### config.mk
export PLATFORM = sky130hd
export DESIGN_NAME = aud_sram_arb_flat
export DESIGN_NICKNAME = d
export VERILOG_FILES = /design/src/rtl/aud_sram_arb_if.sv /design/src/rtl/aud_sram_arb.sv /design/src/flat_wrapper.sv
export SDC_FILE = /design/constraint.sdc
export NUM_CORES = 1
export LEC_CHECK = 0
export BUFFER_PORTS_ARGS = -buffer_cell sky130_fd_sc_hd__buf_2
export CAP_MARGIN = 10
export CORE_AREA = 2 2 129 131
export DETAILED_ROUTE_END_ITERATION = 10
export DIE_AREA = 0 0 131 133
export PLACE_DENSITY = 0.52
export SLEW_MARGIN = 20
export SYNTH_ARGS = -nofsm -noshare
export SYNTH_HDL_FRONTEND = slang
export SYNTH_SLANG_ARGS = --single-unit
### constraint.sdc
create_clock -name clk -period 2.6 [get_ports clk]
set_input_delay 0.52 -clock clk [delete_from_list [all_inputs] [get_ports clk]]
set_output_delay 0.52 -clock clk [all_outputs]
set_load 0.02 [all_outputs]
### src/rtl/aud_sram_arb_if.sv
// Bundle of all arbiter signals: core request/return, host handshake and the
// SRAM macro port.
//   slave  : arbiter view (consumes requests and read data, drives the macro)
//   master : environment view (requesters plus macro model)
interface aud_sram_arb_if #(
  parameter int unsigned DW = 22,
  parameter int unsigned AW = 10
);
  localparam int unsigned WW = 2 * DW;

  // core (requester 0)
  logic [AW-1:0] addr_0;
  logic          en_0;
  logic          we_0;
  logic [7:0]    wbe_0;
  logic [WW-1:0] wdata_0;
  logic [WW-1:0] rdata_0;
  logic          stall_0;

  // host (requester 1)
  logic [AW-1:0] addr_1;
  logic          en_1;
  logic          rdy_1;
  logic          we_1;
  logic [7:0]    wbe_1;
  logic [WW-1:0] wdata_1;
  logic [WW-1:0] rdata_1;
  logic          rdata_1_vld;
  logic          force_gnt;

  // SRAM macro
  logic [AW-1:0] sram_addr;
  logic          sram_en;
  logic          sram_we;
  logic [7:0]    sram_wbe;
  logic [WW-1:0] sram_wdata;
  logic [WW-1:0] sram_rdata;

  modport slave (
    input  addr_0, en_0, we_0, wbe_0, wdata_0,
    output rdata_0, stall_0,
    input  addr_1, en_1, we_1, wbe_1, wdata_1,
    output rdy_1, rdata_1, rdata_1_vld, force_gnt,
    output sram_addr, sram_en, sram_we, sram_wbe, sram_wdata,
    input  sram_rdata
  );

  modport master (
    output addr_0, en_0, we_0, wbe_0, wdata_0,
    input  rdata_0, stall_0,
    output addr_1, en_1, we_1, wbe_1, wdata_1,
    input  rdy_1, rdata_1, rdata_1_vld, force_gnt,
    input  sram_addr, sram_en, sram_we, sram_wbe, sram_wdata,
    output sram_rdata
  );
endinterface

### src/rtl/aud_sram_arb.sv
// Two-requester single-port SRAM arbiter for the audio DSP buffers.
// The core (requester 0) has fixed priority; the host (requester 1) is
// force-granted after STARVE_MAX consecutive blocked cycles, stalling the
// core for that single cycle. Grant and SRAM drive are combinational; read
// data returns one cycle after the grant.
// Ports:
//   clk, rst_n : clock, asynchronous active-low reset
//   bus        : aud_sram_arb_if.slave (core, host and SRAM macro signals)
module aud_sram_arb #(
  parameter int unsigned DW         = 22,
  parameter int unsigned AW         = 10,
  parameter int unsigned STARVE_MAX = 8,
  parameter int unsigned CNT_W      = 4
) (
  input logic            clk,
  input logic            rst_n,
  aud_sram_arb_if.slave  bus
);

  localparam int unsigned WW = 2 * DW;

  logic [CNT_W-1:0] starve_cnt;
  logic             starved;
  logic             gnt0;
  logic             gnt1;
  logic             rd0_q;
  logic             rd1_q;
  logic [WW-1:0]    rdata_1_q;

  // Grant: host wins only when the core is idle or the host is starved.
  always_comb begin
    starved = (starve_cnt == CNT_W'(STARVE_MAX));
    gnt1    = bus.en_1 && (!bus.en_0 || starved);
    gnt0    = bus.en_0 && !gnt1;
  end

  // Handshake outputs and SRAM mux; idle cycles drive the macro with zeros.
  always_comb begin
    bus.rdy_1      = gnt1;
    bus.stall_0    = bus.en_0 && gnt1;
    bus.force_gnt  = gnt1 && bus.en_0;
    bus.sram_en    = gnt0 | gnt1;
    bus.sram_addr  = '0;
    bus.sram_we    = 1'b0;
    bus.sram_wbe   = '0;
    bus.sram_wdata = '0;
    if (gnt1) begin
      bus.sram_addr  = bus.addr_1;
      bus.sram_we    = bus.we_1;
      bus.sram_wbe   = bus.wbe_1;
      bus.sram_wdata = bus.wdata_1;
    end else if (gnt0) begin
      bus.sram_addr  = bus.addr_0;
      bus.sram_we    = bus.we_0;
      bus.sram_wbe   = bus.wbe_0;
      bus.sram_wdata = bus.wdata_0;
    end
  end

  // Starvation counter: counts cycles the host is blocked by the core and
  // restarts after every host grant or withdrawal.
  always_ff @(posedge clk or negedge rst_n) begin
    if (!rst_n) begin
      starve_cnt <= '0;
    end else if (gnt1 || !bus.en_1) begin
      starve_cnt <= '0;
    end else if (bus.en_0 && !starved) begin
      starve_cnt <= starve_cnt + CNT_W'(1);
    end
  end

  // Read-return tracking for the one-cycle macro latency.
  always_ff @(posedge clk or negedge rst_n) begin
    if (!rst_n) begin
      rd0_q     <= 1'b0;
      rd1_q     <= 1'b0;
      rdata_1_q <= '0;
    end else begin
      rd0_q <= gnt0 && !bus.we_0;
      rd1_q <= gnt1 && !bus.we_1;
      if (rd1_q) begin
        rdata_1_q <= bus.sram_rdata;
      end
    end
  end

  // Host data is presented live on the return cycle and held afterwards.
  always_comb begin
    bus.rdata_0     = rd0_q ? bus.sram_rdata : '0;
    bus.rdata_1_vld = rd1_q;
    bus.rdata_1     = rd1_q ? bus.sram_rdata : rdata_1_q;
  end

endmodule

### src/flat_wrapper.sv
// flat-port wrapper written by rule: the top's interface ports become plain ports
module aud_sram_arb_flat 
#(
  parameter int unsigned DW         = 22,
  parameter int unsigned AW         = 10,
  parameter int unsigned STARVE_MAX = 8,
  parameter int unsigned CNT_W      = 4
)
  (clk, rst_n, bus_addr_0, bus_en_0, bus_we_0, bus_wbe_0, bus_wdata_0, bus_rdata_0, bus_stall_0, bus_addr_1, bus_en_1, bus_we_1, bus_wbe_1, bus_wdata_1, bus_rdy_1, bus_rdata_1, bus_rdata_1_vld, bus_force_gnt, bus_sram_addr, bus_sram_en, bus_sram_we, bus_sram_wbe, bus_sram_wdata, bus_sram_rdata);
  aud_sram_arb_if #(.DW(DW), .AW(AW)) bus_i ();
  input logic clk;
  input logic rst_n;
  input wire logic [$bits(bus_i.addr_0)-1:0] bus_addr_0;
  input wire logic [$bits(bus_i.en_0)-1:0] bus_en_0;
  input wire logic [$bits(bus_i.we_0)-1:0] bus_we_0;
  input wire logic [$bits(bus_i.wbe_0)-1:0] bus_wbe_0;
  input wire logic [$bits(bus_i.wdata_0)-1:0] bus_wdata_0;
  output wire logic [$bits(bus_i.rdata_0)-1:0] bus_rdata_0;
  output wire logic [$bits(bus_i.stall_0)-1:0] bus_stall_0;
  input wire logic [$bits(bus_i.addr_1)-1:0] bus_addr_1;
  input wire logic [$bits(bus_i.en_1)-1:0] bus_en_1;
  input wire logic [$bits(bus_i.we_1)-1:0] bus_we_1;
  input wire logic [$bits(bus_i.wbe_1)-1:0] bus_wbe_1;
  input wire logic [$bits(bus_i.wdata_1)-1:0] bus_wdata_1;
  output wire logic [$bits(bus_i.rdy_1)-1:0] bus_rdy_1;
  output wire logic [$bits(bus_i.rdata_1)-1:0] bus_rdata_1;
  output wire logic [$bits(bus_i.rdata_1_vld)-1:0] bus_rdata_1_vld;
  output wire logic [$bits(bus_i.force_gnt)-1:0] bus_force_gnt;
  output wire logic [$bits(bus_i.sram_addr)-1:0] bus_sram_addr;
  output wire logic [$bits(bus_i.sram_en)-1:0] bus_sram_en;
  output wire logic [$bits(bus_i.sram_we)-1:0] bus_sram_we;
  output wire logic [$bits(bus_i.sram_wbe)-1:0] bus_sram_wbe;
  output wire logic [$bits(bus_i.sram_wdata)-1:0] bus_sram_wdata;
  input wire logic [$bits(bus_i.sram_rdata)-1:0] bus_sram_rdata;
  assign bus_i.addr_0 = bus_addr_0;
  assign bus_i.en_0 = bus_en_0;
  assign bus_i.we_0 = bus_we_0;
  assign bus_i.wbe_0 = bus_wbe_0;
  assign bus_i.wdata_0 = bus_wdata_0;
  assign bus_rdata_0 = bus_i.rdata_0;
  assign bus_stall_0 = bus_i.stall_0;
  assign bus_i.addr_1 = bus_addr_1;
  assign bus_i.en_1 = bus_en_1;
  assign bus_i.we_1 = bus_we_1;
  assign bus_i.wbe_1 = bus_wbe_1;
  assign bus_i.wdata_1 = bus_wdata_1;
  assign bus_rdy_1 = bus_i.rdy_1;
  assign bus_rdata_1 = bus_i.rdata_1;
  assign bus_rdata_1_vld = bus_i.rdata_1_vld;
  assign bus_force_gnt = bus_i.force_gnt;
  assign bus_sram_addr = bus_i.sram_addr;
  assign bus_sram_en = bus_i.sram_en;
  assign bus_sram_we = bus_i.sram_we;
  assign bus_sram_wbe = bus_i.sram_wbe;
  assign bus_sram_wdata = bus_i.sram_wdata;
  assign bus_i.sram_rdata = bus_sram_rdata;
  aud_sram_arb #(.DW(DW), .AW(AW), .STARVE_MAX(STARVE_MAX), .CNT_W(CNT_W)) u_core (.clk(clk), .rst_n(rst_n), .bus(bus_i));
endmodule
Word-level counts from Yosys, hierarchy flattened. Cells that the tools add are included.

Multiplexer cells: 12. Multiply operators: 0. Order comparisons: 0. Bitwise logic cells: 1. Add/sub/neg operators: 1. Divide/modulo/power cells: 0. Shift operators: 0. Reduce and logical (&&, ||, !) cells: 15. Equal/unequal tests: 1.

Operator list (count): two-way mux 44 bit (4); two-way mux 10 bit (2); two-way mux 8 bit (2); two-way mux 4 bit (2); logical AND 1 bit (6); logical NOT 1 bit (6); adder 4 x 1 -> 4 bit (second input constant) (1); == test 4 bit (second input constant) (1); logical OR 1 bit (2); two-way mux 1 bit (2); nonzero test 2 bit (1); bitwise OR 1 bit (1).

ROM bits: 0. Memories kept: 0. Output and inout bits: 156. RAM bits: 0. Bits in registers: 50. Latch bits: 0.

Logic depth before layout (Yosys ltp). Gate-level depths: netlist of run 1.

Depth in word-level cells: 7. Mapped depth: 7. Mapped depth without buffers: 5.

Worst setup path before layout of run 1. Ideal clock, no wire load.

Path kind: flip-flop to output port. From: register u_core.starve_cnt[0]. To: output bus_sram_addr[0]. Stages on the path, launching flop included: 7. Slack: 612 ps. Data arrival time: 1468 ps. Path buffers: 1. Cell sequence: dfrtp_1 inv_1 ha_1 and3b_1 a21boi_4 buf_2 a22o_1.

Cells in the longest elaborated chain, start to end: 7.

Ends and longest elaborated chain: from (decl) (RTL line aud_sram_arb.sv:22) `logic [CNT_W-1:0] starve_cnt;`; from (signal assigned) (RTL line aud_sram_arb.sv:68) `starve_cnt <= starve_cnt + CNT_W'(1);`; == test 4 bit * (RTL line aud_sram_arb.sv:32) `starved = (starve_cnt == CNT_W'(STARVE_MAX));`; logical OR 1 bit * (RTL line aud_sram_arb.sv:33) `gnt1 = bus.en_1 && (!bus.en_0 || starved);`; logical AND 1 bit * (RTL line aud_sram_arb.sv:33); logical NOT 1 bit (RTL line aud_sram_arb.sv:34) `gnt0 = bus.en_0 && !gnt1;`; logical AND 1 bit (RTL line aud_sram_arb.sv:34); two-way mux 10 bit (RTL line aud_sram_arb.sv:52) `end else if (gnt0) begin`; two-way mux 10 bit * (RTL line aud_sram_arb.sv:47) `if (gnt1) begin`; to (decl) (RTL line flat_wrapper.sv:29) `output wire logic [$bits(bus_i.sram_addr)-1:0] bus_sram_addr;`.

Mark *: on every way between the ends. The rest lies on a longest branch, timed or not.

Final worst setup path of run 1.
From: register u_core.starve_cnt[0]. To: output bus_sram_wdata[25].

Cells in the longest elaborated chain, start to end: 7.

Ends and longest elaborated chain: == test 4 bit * (RTL line aud_sram_arb.sv:32); logical OR 1 bit * (RTL line aud_sram_arb.sv:33); logical AND 1 bit * (RTL line aud_sram_arb.sv:33); logical NOT 1 bit (RTL line aud_sram_arb.sv:34); logical AND 1 bit (RTL line aud_sram_arb.sv:34); two-way mux 44 bit (RTL line aud_sram_arb.sv:52); two-way mux 44 bit * (RTL line aud_sram_arb.sv:47); to (decl) (RTL line flat_wrapper.sv:33) `output wire logic [$bits(bus_i.sram_wdata)-1:0] bus_sram_wdata;`.

Marks and branches as above.

==> flow_summary.ini, run 1 <==
[setup_path]
worstReg2RegStart = u_core.starve_cnt[0]$_DFFE_PN0P_
startpoint_type = register
cpMaxStageDelayCell = dfrtp_1
cp.required_ns = 2.08
crit_type = reg -> out
arrival_ns = 2.00
r2r_cells = 7
rr_endpoint = u_core.rd0_q$_DFF_PN0_
cp-end-kind = primary output
crit_path_cell_trace = inv_2 > ha_4 > and3b_2 > a21boi_4 > buf_12 > clkbuf_16 > a22o_1 > buf_4
rrSetupSlack_ns = 1.14
crit_path_max_incr_delay_ns = 0.39
crit_fanout = 7

[floorplan]
start_util = 0.176
pin_count = 330
die_w_um = 131
design.core.area_mm2 = 0.0162
die_area_mm2 = 0.0174
die_h_um = 133
row_count = 47

[sta]
setup_viol = 0
relSlewSlack = 0.502
skew_ns = 0.00263
final-hold-violation-count = 0
worst-slew-pin-transition_ns = 0.746
slew_viol_final = 0
max_freq_mhz = 397
period_needed_ns = 2.52
post-route-period-util = 0.969
finalSetupTns_ns = 0

[cells_and_area]
final_cells = 801
finalNetCount = 751
drive_gt1_frac = 0.705
area_delta_synth_final_pct = 83.6

[pwr]
power_leakage_nw = 2.91
ir_drop_mv = 0.282
cellPowerDensity_mw_per_mm2 = 551

[clocking]
cts_tree = yes
cts.path.max_buffers = 2
clkTransAtPathRegs_ns = 0.06
numCtsBuffers = 5
h-tree-depth = 2
cts-root-buf = clkbuf_16
clock_latency_ns = 0.28
cts.sinks = 50

[global_route]
grt-ovfl-total = 0
grt_max_degree = 46
grt_pass1_vias = 3375
antenna_found_initial = 9
grt_usage = 0.139
grt_pass1_wl_um = 18500

[route]
wirelength_um = 13600
drt_iter0_markers = 84
drc = 0
ant_nets = 0
dr.pass1.iters = 6
drt-vias-per-instance = 4.18
vias = 3347
wl_per_cell_um = 16.9

[logic_synthesis]
synth_warnings = 0
syn-num-nets = 420
synth_cell_types = 20
synth_area_mm2 = 0.00285
syn_area_per_cell_um2 = 11.7
synthCells = 244
ys_seq_elements = 50
ys_seq_area_frac = 0.439

[place]
dp_cells = 776
place.gp.congestion = 0.897
dp_hpwl_um = 10500
numPortBuffers = 329

[flow_run]
drv_cap = 0

[status]
status = finished clean

[hold_path]
hp-class = in -> async
## sequential cells by signal, summed over array words and instances, names as in the netlist
signal	cells
u_core.starve_cnt	4
u_core.rd0_q	1
u_core.bus.rdata_1_vld	1
u_core.rdata_1_q	44
## placed cells by master (no fill, tap or decap), drive strengths merged
cell type and instances:
and3 5, and2 45, a22o 63, nand3 1, ha 2, xnor2 1
nand3b 1, mux2 44, or2 1, dfrtp 50, nor3b 1, clkbuf 9
a21boi 2, diode 5, xor2 1, buf 344, inv 2, and3b 1
nor2b 1, bufinv 2
## report_power, final
group | leakage, nW | total (mW) | switching [mW] | internal, mW
sequential | 0.600 | 0.938 | 0.0308 | 0.907
combinational | 2.21 | 1.10 | 0.622 | 0.475
clock | 0.0971 | 0.850 | 0.273 | 0.577
## how the worst max path moves through the flow
stage,cells after the start,slack [ns],to,from
finish,8,0.08,bus_sram_wdata[25],u_core.starve_cnt[0]$_DFFE_PN0P_
floorplan,6,0.61,bus_sram_addr[0],u_core.starve_cnt[0]$_DFFE_PN0P_
CTS,7,-0.03,bus_sram_wdata[29],u_core.starve_cnt[0]$_DFFE_PN0P_
detailed placement,7,0.26,bus_sram_wbe[3],u_core.starve_cnt[0]$_DFFE_PN0P_
global route,8,-0.008,bus_sram_wdata[25],u_core.starve_cnt[1]$_DFFE_PN0P_
global placement,7,0.27,bus_sram_wbe[2],u_core.starve_cnt[0]$_DFFE_PN0P_
## routing by layer
metal | part of all wire | wire length [µm] | track usage | up-vias
li1 | - | - | - | 1563
met1 | 0.35 | 4790 | 0.143 | 1553
met2 | 0.53 | 7190 | 0.260 | 208
met3 | 0.11 | 1430 | 0.0501 | 15
met4 | 0.0082 | 111 | 0.0372 | 8
met5 | 0.0041 | 55 | 0 | -
## kinds of logic (layout without fill, tap and decap cells)
kind of cell / after synthesis / in the layout / synth area share
mux: 44 / 44 / 0.174
compound gates: 65 / 65 / 0.203
simple gates: 56 / 56 / 0.124
other cells: 0 / 5 / 0
buf+inv: 25 / 357 / 0.0456
flops: 50 / 50 / 0.439
xor+xnor: 2 / 2 / 0.00614
fa+ha+maj: 2 / 2 / 0.00877
## per-stage QoR
step / setup slack [ns] / utilization / hold slack [ns] / power, mW / cell area [µm²]
global route: -0.00829 / 0.324 / 0.362 / 3.04 / 5240
floorplan: 0.612 / - / 0.224 / 1.55 / 2850
detailed placement: 0.265 / 0.293 / 0.481 / 2.00 / 4730
finish: 0.0817 / 0.324 / 0.297 / 2.88 / 5240
CTS: -0.0275 / 0.310 / 0.339 / 2.89 / 5010
global placement: 0.271 / 0.293 / 0.475 / 1.99 / 4730
## area by class of cell
class,instances,area [µm²]
Inverter,2,7.51
Timing Repair Buffer,347,1990
Sequential cell,50,1250
Clock buffer,6,139
Fill cell,1724,10900
Multi-Input combinational cell,169,1500
Clock inverter,2,60.1
Tap cell,220,275
Antenna cell,5,12.5
## synthesized netlist by cell type
cell type,count,area [µm²]
buf_4,6,45.0
mux2_2,44,495
a21boi_4,1,18.8
and3b_1,1,8.76
a21boi_1,1,7.51
clkbuf_1,6,22.5
dfrtp_1,50,1250
a22o_1,63,552
nor2b_1,1,6.26
buf_2,11,55.1
nand3_1,1,5.00
ha_1,2,25.0
xor2_1,1,8.76
nor3b_1,1,7.51
or2_2,1,6.26
inv_1,2,7.51
nand3b_1,1,7.51
and2_1,45,282
and3_1,5,31.3
xnor2_1,1,8.76
## critical path, delay by kind of cell, from the launching register on
family | cells | cell delay (ns)
DFF | 1 | 0.39
and+or+nand+nor | 1 | 0.21
AOI/OAI and AO/OA | 2 | 0.41
adders and majority gates | 1 | 0.16
buffers and inverters | 4 | 0.53
## repair_timing
item,CTS,global route
pin swaps,2,6
setup endpoints to repair,3,39
hold buffers,0,0
resized for setup,0,31
cloned,2,4
endpoints found under the hold margin,0,0
buffers inserted,2,4
Note: power is estimated with default switching activity, not from simulation.
==> inputs of run 2 (changes only) <==
Settings changed: ABC_AREA from default to 1, CORE_AREA 2 2 129 131 to 2 2 127 129, DIE_AREA 0 0 131 133 to 0 0 129 131, PLACE_DENSITY 0.52 to 0.56.
==> flow_summary.ini, run 2 <==
[sta]
relSlewSlack = 0.701
slew_viol_final = 0
final-hold-violation-count = 0
post-route-period-util = 0.932
max_freq_mhz = 413
rsz0062_at_grt = false
setup_viol = 0
skew_ns = 0.00525
period_needed_ns = 2.42
worst-slew-pin-transition_ns = 0.449
setup_slack_ns = 0.178
finalSetupTns_ns = 0

[cells_and_area]
final_cell_mix = 329 x buf_2, 127 x nand3_1, 110 x nand2_1
largest_reg_flops = 44
finalNetCount = 919
top_regs = u_core.rdata_1_q x44, u_core.starve_cnt x4
fill_cells = 1731
largest_register = u_core.rdata_1_q
final_common_cell = buf_2
area_delta_synth_final_pct = 61.6
drive_gt1_frac = 0.531
diodes = 0

[route]
drt-vias-per-instance = 4.18
dr.pass1.iters = 4
ant_nets = 0
vias = 4013
drc = 0
drt_iter0_markers = 128
wl_per_cell_um = 13.6
wirelength_um = 13000

[global_route]
grt-ovfl-total = 0
grt_pass1_wl_um = 18400
antenna_found_initial = 0
grt_pass1_vias = 3538
grt_usage = 0.138
grt_max_degree = 68

[pwr]
swShare = 0.351
p_switching_uw = 968
cellPowerDensity_mw_per_mm2 = 517
ir_drop_mv = 0.350
clkPwrFrac = 0.265
p_comb_frac = 0.395
power_leakage_nw = 3.39
p_seq_frac = 0.340
p_int_mw = 1.79

[clocking]
hold_buffers = 0
postCtsSetupBuffers = 0
numCtsBuffers = 5
cts-root-buf = clkbuf_16
cts_tree = yes
post_cts_resized = 0
cts.sinks = 50
clock_latency_ns = 0.28
cts.path.max_buffers = 2
clkTransAtPathRegs_ns = 0.07
h-tree-depth = 2

[setup_path]
cpMaxStageDelayCell = dfrtp_1
cp.depth = 9
crit_top_cell = inv_1
startpoint_type = register
crit_path_max_incr_delay_ns = 0.42
rrSetupSlack_ns = 1.15
worstReg2RegStart = u_core.starve_cnt[0]$_DFFE_PN0P_
critPathTopFamily = buffers and inverters
worst-path-buf-inv = 4
setup.worst_path.start = u_core.starve_cnt[0]$_DFFE_PN0P_
r2r_cells = 7
crit_type = reg -> out
crit_path_end = bus_sram_we
arrival_ns = 1.90
cp.required_ns = 2.08
crit_path_cell_trace = inv_1 > ha_1 > nand3_2 > nand2_4 > buf_12 > nand3_1 > nand2_1 > inv_1 > buf_2
rr_endpoint = u_core.bus.rdata_1_vld$_DFF_PN0_
cp-end-kind = primary output
crit_fanout = 63

[logic_synthesis]
yosysMostFrequentCell = nand3_1
yosysTopAreaCellShare = 0.379
async_flop_share = 1.00
syn-num-nets = 613
synthCells = 437
synth_enable_flop_cells = 0
syn_area_per_cell_um2 = 7.55
synth_cell_types = 19
synth_warnings = 0
ys_seq_elements = 50
ys_top_cells_by_area = dfrtp_1 38%, nand3_1 19%, mux2_2 15%
synth-main-ff-cell = dfrtp_1
synth_area_mm2 = 0.00330
yosysTopAreaCell = dfrtp_1
ys_seq_area_frac = 0.379
netlist_top_cells_count = 127 x nand3_1, 110 x nand2_1, 52 x inv_1, 50 x dfrtp_1, 44 x mux2_2

[place]
numPortBuffers = 329
dp_hpwl_um = 10000
post-place-ws_ns = 0.446
place.gp.congestion = 0.780

[hold_path]
hp-class = in -> async

[floorplan]
die_h_um = 131
design.core.area_mm2 = 0.0156
die_w_um = 129
die_area_mm2 = 0.0169
row_count = 46
pin_count = 330
start_util = 0.211

[status]
status = finished clean

[flow_run]
drv_cap = 0
-- run 2: cell count changes after synthesis, sizes merged, moves of 2 or more --
cell    delta
and2      -45
nand2    +112
buf        +7
clkbuf     +9
a21boi     -2
nor2       +6
nand3    +127
inv       +51
and3       -5
a22o      -63
-- run 2: metrics by stage --
| step | std cells | hold slack (ns) | total power [mW] | util | instance area (µm²) |
|---|---|---|---|---|---|
| final | 960 | 0.140 | 2.75 | 0.342 | 5330 |
| after detailed placement | 951 | 0.459 | 2.05 | 0.329 | 5130 |
| after global routing | 960 | 0.165 | 2.94 | 0.342 | 5330 |
| after floorplan | 437 | 0.224 | 1.60 | - | 3300 |
| after global placement | 951 | 0.460 | 2.04 | 0.329 | 5130 |
| after CTS | 959 | 0.143 | 2.80 | 0.340 | 5300 |
-- run 2: cell type report --
class	instances	area, µm²	area share
multi-input cells	295	1650	0.309
clock inverters	2	37.5	0.00704
repair buffers	338	1790	0.337
inverters	53	199	0.0373
clock buffers	6	129	0.0242
flip-flops and latches	50	1250	0.235
well taps	216	270	0.0507
-- run 2: cells by family (layout without fill, tap and decap cells) --
group	count (synthesis)	count (layout)	share of synthesized area
simple gates	247	247	0.335
buf+inv	92	399	0.123
flops	50	50	0.379
mux	44	44	0.150
fa+ha+maj	2	2	0.00759
xor+xnor	2	2	0.00531
-- run 2: worst min path at each step --
stage	end	slack [ns]	cells past startpoint
3_5_place_dp	u_core.rdata_1_q[14]$_DFF_PN0_	0.46	1
4_1_cts	u_core.rdata_1_q[14]$_DFF_PN0_	0.14	1
2_1_floorplan	u_core.bus.rdata_1_vld$_DFF_PN0_	0.22	0
3_3_place_gp	u_core.rdata_1_q[14]$_DFF_PN0_	0.46	1
5_1_grt	u_core.rdata_1_q[0]$_DFF_PN0_	0.17	1
6_report	u_core.rdata_1_q[14]$_DFF_PN0_	0.14	1
-- run 2: power groups by stage --
stage / clock network [mW] / registers [mW] / logic, mW
CTS: 0.768 / 0.936 / 1.10
finish: 0.730 / 0.935 / 1.09
floorplan: 0 / 0.944 / 0.656
detailed placement: 0 / 0.952 / 1.10
global route: 0.801 / 0.948 / 1.19
global placement: 0 / 0.946 / 1.10
-- run 2: metal layers --
metal,share of wire,track usage
met2,0.51,0.251
met5,0,0
met1,0.40,0.166
met4,0.011,0.0320
met3,0.076,0.0289
==> inputs of run 3 (changes only) <==
Settings changed: CELL_PAD_IN_SITES_DETAIL_PLACEMENT from default to 2, CELL_PAD_IN_SITES_GLOBAL_PLACEMENT from default to 2, CORE_AREA 2 2 127 129 to default, CORE_MARGIN from default to 2, CORE_UTILIZATION from default to 18, DIE_AREA 0 0 129 131 to default, PLACE_DENSITY 0.56 to 0.9, RECOVER_POWER from default to 50, SKIP_CTS_REPAIR_TIMING from default to 1.
==> flow_summary.ini, run 3 (synthesis gave the netlist of run 2 again) <==
[cells_and_area]
final_util = 0.299
area_delta_synth_final_pct = 62.8
final_cells = 977
top_regs = u_core.rdata_1_q x44, u_core.starve_cnt x4
diodes = 0
design_area_mm2 = 0.00537
largest_reg_flops = 44
largest_register = u_core.rdata_1_q
final_common_cell = buf_2
final_cell_mix = 328 x buf_2, 126 x nand3_1, 110 x nand2_1
drive_gt1_frac = 0.500
finalNetCount = 923

[route]
wl_per_cell_um = 16.5
routed-wl-met3_um = 1200
drc = 0
routed.top_layer = met4
wl_met1_um = 6390
dr.pass1.iters = 4
vias = 4250
ant_nets = 0
wirelength_um = 16200
drt-vias-per-instance = 4.35
drt_iter0_markers = 96
wl_met2_um = 8320

[place]
place_area_mm2 = 0.00518
post-place-ws_ns = 0.462
dp_cells = 968
dp_hpwl_um = 13200
numPortBuffers = 329
place.gp.congestion = 0.749

[sta]
finalSetupTns_ns = 0
max_freq_mhz = 414
worst-slew-pin-transition_ns = 1.61
setup_slack_ns = 0.186
final-hold-violation-count = 0
relSlewSlack = -0.0724
rsz0062_at_grt = true
post-route-period-util = 0.929
skew_ns = 0.00417
whs_ns = 0.423
period_needed_ns = 2.41
slew_viol_final = 31
setup_viol = 0

[global_route]
grt_pass1_vias = 4667
grt-ovfl-total = 0
grt_pass1_wl_um = 25300
antenna_found_initial = 1
grt_max_degree = 56
grt_usage = 0.160

[setup_path]
crit_path_max_incr_delay_ns = 0.40
critPathTopFamily = simple AND/OR/NAND/NOR gates
cp.required_ns = 2.08
arrival_ns = 1.89
cpMaxStageDelayCell = dfrtp_1
worst-path-buf-inv = 3
crit_type = reg -> out
cp-end-kind = primary output
crit_path_cell_trace = inv_1 > ha_1 > nand3_2 > nand2_4 > nand2_2 > clkbuf_16 > nand3_1 > nand2_1 > buf_2
startpoint_type = register
crit_fanout = 26

[status]
violations = max-capacitance violations, max-slew violations
status = complete, but fails checks

[floorplan]
design.core.area_mm2 = 0.0180
row_count = 49
die_h_um = 139
die_w_um = 139
pin_count = 330
die_area_mm2 = 0.0194
start_util = 0.184

[clocking]
cts.sinks = 50
cts-root-buf = clkbuf_16
clock_latency_ns = 0.29
numCtsBuffers = 5
cts.path.max_buffers = 2
clkTransAtPathRegs_ns = 0.07
cts_tree = yes
h-tree-depth = 2

[pwr]
ir_drop_mv = 0.288
cellPowerDensity_mw_per_mm2 = 522
total_power_mw = 2.80
power_leakage_nw = 3.41

[hold_path]
hp-class = in -> reg

[flow_run]
drv_cap = 1
[run 3: path summary, 6_finish.rpt]
kind                                                   from                              to  slack [ns]  cells after the start
min in group asynchronous                             rst_n  u_core.rdata_1_q[37]$_DFF_PN0_        0.62                      1
min reg2reg                  u_core.rdata_1_q[37]$_DFF_PN0_  u_core.rdata_1_q[37]$_DFF_PN0_        0.49                      1
max in group asynchronous                             rst_n   u_core.rdata_1_q[9]$_DFF_PN0_        0.78                      2
min                                                bus_we_0          u_core.rd0_q$_DFF_PN0_        0.42                      2
max reg2reg                u_core.starve_cnt[0]$_DFFE_PN0P_          u_core.rd0_q$_DFF_PN0_        1.09                      8
max                        u_core.starve_cnt[0]$_DFFE_PN0P_              bus_sram_wdata[14]        0.19                      9
[run 3: per-layer routing]
layer | global-route usage | vias up
met5 | 0 | -
met4 | 0.0351 | 0
met3 | 0.0379 | 16
met2 | 0.300 | 219
met1 | 0.185 | 1993
li1 | - | 2022
[run 3: area by class of cell]
cell class	count	area, µm²
clock buffers	6	129
clock inverters	2	37.5
fillers	2184	12600
inverters	53	199
multi-input cells	295	1650
flip-flops and latches	50	1250
well taps	229	287
repair buffers	342	1820
[run 3: worst register-to-register path: stages, from the launching register on]
cell,delay (ns)
dfrtp_1,0.42
inv_1,0.07
ha_1,0.15
nand3_2,0.11
nand2_4,0.17
nand2_2,0.14
clkbuf_16,0.23
nand2_1,0.08
nor2_1,0.04
[run 3: power breakdown]
group	internal (mW)	switching (mW)	leakage, nW
logic	0.412	0.704	2.73
registers	0.908	0.0360	0.600
clock network	0.455	0.287	0.0771
total	1.77	1.03	3.41
